File: src/rtl/float_pkg.sv
// float_pkg -- shared definitions for the IIR floating-point datapath.
//
// Purpose : default float format (sign | exponent | mantissa, hidden 1),
//           exponent bias, field-slice helpers for the default format and
//           the accumulator FSM state encoding.
// Ports   : none (package).
package float_pkg;

   localparam int FP_WIDTH     = 32;
   localparam int FP_WIDTH_EXP = 8;
   localparam int FP_WIDTH_MAT = 23;
   localparam int FP_BIAS      = (1 << (FP_WIDTH_EXP - 1)) - 1;

   typedef enum logic [1:0] {
      S_IDLE  = 2'd0,
      S_ALIGN = 2'd1,
      S_ADD   = 2'd2,
      S_NORM  = 2'd3
   } acc_state_t;

   function automatic logic fp_sign(input logic [FP_WIDTH-1:0] w);
      return w[FP_WIDTH-1];
   endfunction

   function automatic logic [FP_WIDTH_EXP-1:0] fp_exp(input logic [FP_WIDTH-1:0] w);
      return w[FP_WIDTH-2 -: FP_WIDTH_EXP];
   endfunction

   function automatic logic [FP_WIDTH_MAT-1:0] fp_mant(input logic [FP_WIDTH-1:0] w);
      return w[FP_WIDTH_MAT-1:0];
   endfunction

endpackage

File: src/rtl/float_lzc.sv
// float_lzc -- combinational leading-zero counter.
//
// Purpose : counts the zeros above the most significant set bit of din.
//           An all-zero input returns W.
// Ports   : din   [W-1:0]     value to scan (MSB first)
//           count [CNT_W-1:0] number of leading zeros
module float_lzc #(
   parameter int W     = 25,
   parameter int CNT_W = $clog2(W + 1)
) (
   input  logic [W-1:0]     din,
   output logic [CNT_W-1:0] count
);

   // Scan upwards; the highest set bit is the last one to assign.
   always_comb begin
      count = CNT_W'(W);
      for (int i = 0; i < W; i++) begin
         if (din[i]) begin
            count = CNT_W'(W - 1 - i);
         end
      end
   end

endmodule

File: src/rtl/float_accum.sv
// float_accum -- multi-cycle floating-point burst accumulator.
//
// Purpose : sums a burst of multiplier products (first..last) into one
//           running value using a 4-state FSM (IDLE, ALIGN, ADD, NORM),
//           one operand every 4 cycles. Truncating arithmetic, exponent
//           field 0 means zero, underflow flushes to +0.0, overflow
//           saturates and raises a sticky exception.
// Ports   : CLK        clock, rising edge
//           nRST       asynchronous active-low reset
//           in_valid   operand/first/last/exce_in valid
//           in_ready   operand can be accepted this cycle
//           OP         operand word
//           first      operand starts a new sum
//           last       operand ends the sum
//           exce_in    upstream exception for this operand
//           result     last completed sum (held)
//           out_valid  one-cycle pulse when result/exce_out update
//           exce_out   sticky exception of the completed sum
module float_accum
   import float_pkg::*;
#(
   parameter int WIDTH     = FP_WIDTH,
   parameter int WIDTH_exp = FP_WIDTH_EXP,
   parameter int WIDTH_mat = FP_WIDTH_MAT
) (
   input  logic             CLK,
   input  logic             nRST,
   input  logic             in_valid,
   output logic             in_ready,
   input  logic [WIDTH-1:0] OP,
   input  logic             first,
   input  logic             last,
   input  logic             exce_in,
   output logic [WIDTH-1:0] result,
   output logic             out_valid,
   output logic             exce_out
);

   localparam int SIG_W = WIDTH_mat + 1;   // significand with hidden bit
   localparam int SUM_W = WIDTH_mat + 2;   // plus carry slot
   localparam int LZ_W  = $clog2(SUM_W + 1);
   localparam int EXP_W = WIDTH_exp + 2;   // signed, room for under/overflow
   localparam logic [WIDTH_exp-1:0]        EXP_ONES  = '1;
   localparam logic [WIDTH_exp-1:0]        MAX_SHIFT = WIDTH_exp'(SIG_W);
   localparam logic signed [EXP_W-1:0]     EXP_SAT   = $signed({2'b00, EXP_ONES});

   acc_state_t           state_reg;
   logic [WIDTH-1:0]     acc_reg;
   logic [WIDTH-1:0]     a_reg;
   logic [WIDTH-1:0]     op_reg;
   logic                 last_reg;
   logic                 sticky_reg;
   logic                 x_sign_reg;
   logic                 sub_reg;
   logic [WIDTH_exp-1:0] x_exp_reg;
   logic [SIG_W-1:0]     mx_reg;
   logic [SIG_W-1:0]     my_reg;
   logic [SUM_W-1:0]     sum_reg;

   // Reset must drop in_ready immediately, hence the nRST term.
   assign in_ready = nRST && (state_reg == S_IDLE);

   // ---------------- ALIGN: order magnitudes, align the smaller ----------
   logic [WIDTH-2:0]     a_mag, op_mag, x_mag, y_mag;
   logic                 x_sign, y_sign;
   logic [WIDTH_exp-1:0] x_exp, y_exp, exp_diff;
   logic [SIG_W-1:0]     x_sig, y_sig, y_aligned;

   always_comb begin
      // A word with exponent 0 is zero regardless of its mantissa bits.
      a_mag  = (a_reg[WIDTH-2 -: WIDTH_exp] == '0) ? '0 : a_reg[WIDTH-2:0];
      op_mag = (op_reg[WIDTH-2 -: WIDTH_exp] == '0) ? '0 : op_reg[WIDTH-2:0];
      // {exponent, mantissa} compares as an unsigned magnitude.
      if (op_mag > a_mag) begin
         x_mag  = op_mag;
         y_mag  = a_mag;
         x_sign = op_reg[WIDTH-1];
         y_sign = a_reg[WIDTH-1];
      end else begin
         x_mag  = a_mag;
         y_mag  = op_mag;
         x_sign = a_reg[WIDTH-1];
         y_sign = op_reg[WIDTH-1];
      end
      x_exp     = x_mag[WIDTH-2 -: WIDTH_exp];
      y_exp     = y_mag[WIDTH-2 -: WIDTH_exp];
      exp_diff  = x_exp - y_exp;
      x_sig     = (x_mag == '0) ? '0 : {1'b1, x_mag[WIDTH_mat-1:0]};
      y_sig     = (y_mag == '0) ? '0 : {1'b1, y_mag[WIDTH_mat-1:0]};
      y_aligned = (exp_diff > MAX_SHIFT) ? '0 : (y_sig >> exp_diff);
   end

   // ---------------- ADD: magnitude add / subtract ----------------------
   // X >= Y in magnitude, so the subtraction never goes negative.
   logic [SUM_W-1:0] sum_next;
   always_comb begin
      if (sub_reg) begin
         sum_next = {1'b0, mx_reg} - {1'b0, my_reg};
      end else begin
         sum_next = {1'b0, mx_reg} + {1'b0, my_reg};
      end
   end

   // ---------------- NORM: normalise, flush, saturate -------------------
   logic [LZ_W-1:0]         lz;
   logic [SUM_W-1:0]        norm_shift;
   logic signed [EXP_W-1:0] norm_exp;
   logic [WIDTH-1:0]        norm_word;
   logic                    norm_ovf;

   float_lzc #(
      .W     (SUM_W),
      .CNT_W (LZ_W)
   ) u_lzc (
      .din   (sum_reg),
      .count (lz)
   );

   // Shifting by lz puts the leading one in the carry slot; the carry case
   // is lz=0, so one formula covers both the right and left adjustments:
   // exponent = x_exp + 1 - lz, mantissa = the bits just below the top.
   always_comb begin
      norm_shift = sum_reg << lz;
      norm_exp   = $signed({2'b00, x_exp_reg}) + $signed(EXP_W'(1))
                   - $signed(EXP_W'(lz));
      norm_word  = '0;
      norm_ovf   = 1'b0;
      if (sum_reg == '0 || norm_exp <= 0) begin
         norm_word = '0;
      end else if (norm_exp >= EXP_SAT) begin
         norm_word = {x_sign_reg, EXP_ONES, {WIDTH_mat{1'b0}}};
         norm_ovf  = 1'b1;
      end else begin
         norm_word = {x_sign_reg, norm_exp[WIDTH_exp-1:0], WIDTH_mat'(norm_shift >> 1)};
      end
   end

   // ---------------- FSM ----------------
   always_ff @(posedge CLK or negedge nRST) begin
      if (!nRST) begin
         state_reg  <= S_IDLE;
         acc_reg    <= '0;
         a_reg      <= '0;
         op_reg     <= '0;
         last_reg   <= 1'b0;
         sticky_reg <= 1'b0;
         x_sign_reg <= 1'b0;
         sub_reg    <= 1'b0;
         x_exp_reg  <= '0;
         mx_reg     <= '0;
         my_reg     <= '0;
         sum_reg    <= '0;
         result     <= '0;
         out_valid  <= 1'b0;
         exce_out   <= 1'b0;
      end else begin
         out_valid <= 1'b0;
         case (state_reg)
            S_IDLE: begin
               if (in_valid && in_ready) begin
                  op_reg     <= OP;
                  a_reg      <= first ? '0 : acc_reg;
                  last_reg   <= last;
                  sticky_reg <= (first ? 1'b0 : sticky_reg) | exce_in;
                  state_reg  <= S_ALIGN;
               end
            end
            S_ALIGN: begin
               x_sign_reg <= x_sign;
               sub_reg    <= x_sign ^ y_sign;
               x_exp_reg  <= x_exp;
               mx_reg     <= x_sig;
               my_reg     <= y_aligned;
               state_reg  <= S_ADD;
            end
            S_ADD: begin
               sum_reg   <= sum_next;
               state_reg <= S_NORM;
            end
            S_NORM: begin
               acc_reg    <= norm_word;
               sticky_reg <= sticky_reg | norm_ovf;
               if (last_reg) begin
                  result    <= norm_word;
                  exce_out  <= sticky_reg | norm_ovf;
                  out_valid <= 1'b1;
               end
               state_reg <= S_IDLE;
            end
            default: state_reg <= S_IDLE;
         endcase
      end
   end

endmodule

File: config.mk
export PLATFORM = sky130hd
export DESIGN_NAME = float_accum
export DESIGN_NICKNAME = d
export VERILOG_FILES = /design/src/rtl/float_pkg.sv /design/src/rtl/float_lzc.sv /design/src/rtl/float_accum.sv
export SDC_FILE = /design/constraint.sdc
export NUM_CORES = 1
export LEC_CHECK = 0
export CAP_MARGIN = 0
export CORE_MARGIN = 4
export CORE_UTILIZATION = 55
export CTS_CLUSTER_DIAMETER = 100
export CTS_CLUSTER_SIZE = 16
export DETAILED_ROUTE_END_ITERATION = 8
export GPL_ROUTABILITY_DRIVEN = 0
export HOLD_SLACK_MARGIN = 0.05
export PLACE_DENSITY = 0.74
export SETUP_SLACK_MARGIN = 0.5
export SYNTH_ARGS = -nofsm -noshare
export SYNTH_HDL_FRONTEND = slang
export SYNTH_SLANG_ARGS = --single-unit
export TNS_END_PERCENT = 5
File: constraint.sdc
create_clock -name CLK -period 7.1 [get_ports CLK]
set_input_delay 1.42 -clock CLK [delete_from_list [all_inputs] [get_ports CLK]]
set_output_delay 1.42 -clock CLK [all_outputs]
set_load 0.02 [all_outputs]
======== After elaboration in Yosys (flattened, before gate mapping) ========
Cells that the tools add are included.
storage, ports and cells
  flip-flop bits (word level) ............. 217
  output and inout bits ................... 35
  word-level logic and storage cells ...... 93
cells by class
  add/subtract/negate cells ............... 5
  order comparisons ....................... 4
  eq/ne operators ......................... 4
  shifts and indexed selects .............. 2
  muxes and demuxes ....................... 47
  bitwise gates (word level) .............. 3
  reductions and logical operators ........ 13
operators by type and width
  operator                                                            number
  two-way mux 31 bit                                                  5
  two-way mux 5 bit                                                   16
  two-way mux 24 bit                                                  3
  two-way mux 32 bit                                                  2
  zero test 31 bit                                                    2
  two-way mux 4 bit                                                   8
  > comparator 31 bit                                                 1
  adder 24 x 24 -> 25 bit                                             1
  zero test 25 bit                                                    1
  two-way mux 25 bit                                                  1
  << shifter 25 x 5 -> 24 bit                                         1
  subtractor 24 x 24 -> 25 bit                                        1
  >> shifter 24 x 8 -> 24 bit                                         1
  zero test 8 bit                                                     2
  greater-or-equal comparator 10 x 9 -> 1 bit, second input constant  1
  less-or-equal comparator 10 x 1 -> 1 bit, second input constant     1
  subtractor 9 x 5 -> 10 bit                                          1
  adder 8 x 1 -> 9 bit, second input constant                         1
  two-way mux 1 bit                                                   9
  > comparator 8 x 5 -> 1 bit, second input constant                  1
  one-hot mux 2 bit (4 select lines)                                  1
  subtractor 8 bit                                                    1
  AND reduction 2 bit                                                 3
  == test 2 bit, second input constant                                2
  10 further kinds                                                    12

======== Depth between registers and ports, before layout ========
  depth after elaboration ................. 31
  mapped depth ............................ 27
  mapped depth without buffers ............ 24

======== Hierarchy ========
Synthesis repeated with hierarchy kept, for this count alone.
second synthesis, totals
  cells, all modules ...................... 1647
  area, all modules ....................... 15064.4 µm²
by module, submodules not included
  module       times used  cells each  area each (µm²)  seq. area each (µm²)
  float_accum  1           1598        14785.4          5430.2
  float_lzc    1           49          279.0            0.0

======== Worst setup path before layout ========
Ideal clock, no wire load.
  path kind ............................... register to register
  start ................................... register op_reg[26]
  end ..................................... register my_reg[6]
  arrival time ............................ 5.164 ns
  required time ........................... 6.972 ns
  setup slack ............................. 1.808 ns
  cell stages (with the launch flop) ...... 23
  path buffers ............................ 6
  cell sequence ........................... dfrtp_1 nor4_1 nand2_1 clkbuf_1 and2_1 ha_1 nand4_1 nor4_1 o31a_1 nor4_4 nor2_1 clkbuf_1 clkbuf_1 mux2i_1 ha_1 clkbuf_1 clkbuf_1 clkbuf_1 mux4_2 mux2i_1 mux2i_1 a21oi_1 o21ai_0
between the ends
  word-level cells in the longest chain between the ends .. 8
  elaborated cells between the ends (all ways) .. 11
ends and longest elaborated chain
  item                                                                         RTL line            text
  start: declaration                                                           float_accum.sv:50   logic [WIDTH-1:0] op_reg;
  start signal: assignment                                                     float_accum.sv:144  op_reg <= '0;
  start signal: assignment                                                     float_accum.sv:161  op_reg <= OP;
  zero test 8 bit                                                              float_accum.sv:72   op_mag = (op_reg[WIDTH-2 -: WIDTH_exp] == '0) ? '0 : op_reg[WIDTH-2:0];
  two-way mux 31 bit (*)                                                       float_accum.sv:72
  parallel branches: the longest is 5 deep, another holds > comparator 31 bit  n/a
  two-way mux 24 bit (*)                                                       float_accum.sv:90   y_aligned = (exp_diff > MAX_SHIFT) ? '0 : (y_sig >> exp_diff);
  end signal: assignment                                                       float_accum.sv:173  my_reg <= y_aligned;
  end: declaration                                                             float_accum.sv:57   logic [SIG_W-1:0] my_reg;
Every way passes the cells marked *.
A chain may end at the register's enable or synchronous reset.

======== Worst setup path after layout ========
  start ................................... register op_reg[26]
  end ..................................... register my_reg[0]
The elaborated chain is that of the path after synthesis.

==> results.cfg <==
[yosys]
synth_edf_count = 0
synthTopCellsByCount = dfrtp_1, nand2_1, nor2_1
ys_types = 76
synthCells = 1660
synthFlopType = dfrtp_1
syn_area_um2 = 14600
synth_top_area_share = 0.373
ys.warnings.count = 0
async_reset_ff_frac = 1.00
yosysTopAreaCell = dfrtp_1
ys_seq_area_frac = 0.373
ys_top_cells_by_area = dfrtp_1, ha_1, nand2_1
synth_nets = 1776
syn_area_per_cell_um2 = 8.77
ys_ff_latch = 217

[timing]
maxSlewViolCount = 0
timing.fmax_mhz = 159
tns_ns = 0
rsz0062_at_grt = no
post-route-period-util = 0.885
finalClockSkew_ns = 0.0154
fin_crit_ns = 6.28
slew_headroom = 0.193
worstMarginPinSlew_ns = 1.21
hold_viol_final = 0
setup_viol = 0

[detailed_routing]
drtAntennaViolNets = 0
route.detailed.drc = 0
vias = 12700
wl_per_cell_um = 20.1
drt_wl_total_mm = 40.5
dr.pass1.iters = 6
drt_iter0_drc = 1261
via_per_inst = 6.34

[finish]
n_antenna_cell = 0
regArea_um2 = 5430
fin_nets = 1791
nFillCells = 2278
drive_gt1_frac = 0.0817
multiInputGateArea_um2 = 8450
area_growth_pct = 9.65

[global_routing]
grt_antenna_before_repair = 0
grt_pass1_wl_mm = 64.9
grt_max_degree = 100
grt_util_all_layers = 0.277
grt_pass1_vias = 12600
overflow = 0

[setup_path]
start_kind = register
critPathMaxFanout = 47
r2r_end = my_reg[0]$_DFFE_PN0N_
r2r.worst_path.cells = 17
crit_end = my_reg[0]$_DFFE_PN0N_
r2r_setup_slack_ns = 0.82
required_ns = 7.46
timing.rr.start = op_reg[26]$_DFFE_PN0P_
worstSetupPathType = reg2reg
crit_start = op_reg[26]$_DFFE_PN0P_
end_kind = register
arrival_ns = 6.65

[die]
die_y_um = 171
die-area_um2 = 29100
ioPinCount = 73
core_area_um2 = 26100
start_util = 0.559
die_w_um = 171
row_count = 59

[place]
post-dp-hpwl_mm = 30.6
io_buffers = 72

[min_path]
hp-class = reg2reg

[clocking]
cts_tree = built
h-tree-depth = 1
ctsHoldBuffers = 0
path_clk_slew_ns = 0.07
insertion_delay_ns = 0.50
clkSinkCount = 217
clk_path_buf_depth = 3
cts_root_buf = clkbuf_16
cts_buffers = 17

[job]
drv_cap = 0

[status]
status = complete, no violations
==> how the worst min path moves through the flow <==
stage | start | cells after the start | slack (ns) | to
floorplan | a_reg[0]$_DFFE_PN0P_ | 2 | 0.44 | a_reg[0]$_DFFE_PN0P_
global placement | result[29]$_DFFE_PN0P_ | 2 | 0.46 | result[29]$_DFFE_PN0P_
detailed placement | result[27]$_DFFE_PN0P_ | 2 | 0.46 | result[27]$_DFFE_PN0P_
CTS | result[2]$_DFFE_PN0P_ | 2 | 0.48 | result[2]$_DFFE_PN0P_
global route | result[31]$_DFFE_PN0P_ | 2 | 0.51 | result[31]$_DFFE_PN0P_
finish | result[2]$_DFFE_PN0P_ | 2 | 0.48 | result[2]$_DFFE_PN0P_
==> timing repair <==
| action | in CTS | in global routing |
|---|---|---|
| buffers inserted | 0 | 0 |
| resized for setup | 0 | 1 |
| setup endpoints to repair | 0 | 16 |
==> critical path, cell delays in order (launching register included) <==
cell      delay, ns
dfrtp_1        0.45
nor4_1         0.50
nand2_2        0.39
and2_1         0.33
ha_1           0.32
a21oi_1        0.16
o21ai_0        0.16
a211o_1        0.37
nor4_4         0.75
or2_1          0.52
buf_4          0.50
o21ai_0        0.24
mux2i_1        0.39
mux2i_1        0.24
mux2i_1        0.42
mux2i_1        0.15
nand2_1        0.11
o221ai_1       0.12
==> cell families after synthesis <==
kind of cell             count (synthesis)  share of synthesized area
buffers and inverters                  178                     0.0483
AND/OR/NAND/NOR                        525                      0.164
flip-flops                             217                      0.373
XOR/XNOR                                55                     0.0331
multiplexers                           149                      0.119
AO/OA/AOI/OAI                          458                      0.194
adder cells (fa/ha/maj)                 78                     0.0681
==> layer usage <==
metal / wire [µm] / vias to the layer above / share of wire / GRT usage
met2: 19100 / 525 / 0.47 / 0.452
met4: 1520 / 0 / 0.037 / 0.0979
met5: 0 / - / 0 / 0
li1: - / 5936 / - / -
met1: 16600 / 6184 / 0.41 / 0.374
met3: 3280 / 98 / 0.081 / 0.0501
==> cells in the final DEF (no fill, tap or decap), types with 16 or more instances in the layout <==
cell type        netlist  layout
inv_1                 76      76
a21o_1                16      16
o22ai_1               17      17
ha_1                  76      75
a31oi_1               26      26
dfrtp_1              217     217
buf_4                  2      22
nor2_1               137     136
nand3_1               25      25
and2_1                23      23
o21ai_0              130     129
xnor2_1               47      47
nand2_1              217     215
clkdlybuf4s50_1        0      71
clkbuf_16              0      17
mux2_2                56      56
nor2b_1               17      17
a21oi_1              123     123
nor3_1                30      30
o31ai_1               27      27
mux2i_1               79      79
==> final cells by class <==
cell class	instances	area share
timing repair buffer	94	0.0558
tap	335	0.0263
clock inverter	3	0.00274
inverter	80	0.0188
clock buffer	17	0.0267
sequential	217	0.340
multi-input combinational	1265	0.529
==> through the flow <==
stage | setup WS (ns) | utilization | hold WS [ns] | area, µm² | std cells
after detailed placement | 0.931 | 0.594 | 0.461 | 15500 | 1991
after global routing | 0.535 | 0.612 | 0.510 | 16000 | 2011
after floorplan | 1.81 | - | 0.442 | 14600 | 1660
after CTS | 0.906 | 0.612 | 0.481 | 16000 | 2011
final | 0.817 | 0.612 | 0.476 | 16000 | 2011
after global placement | 1.09 | 0.594 | 0.462 | 15500 | 1991
Power is left out: the tool's default activity adds up to more than one toggle a clock period on the data nets, which glitch-free logic cannot reach.
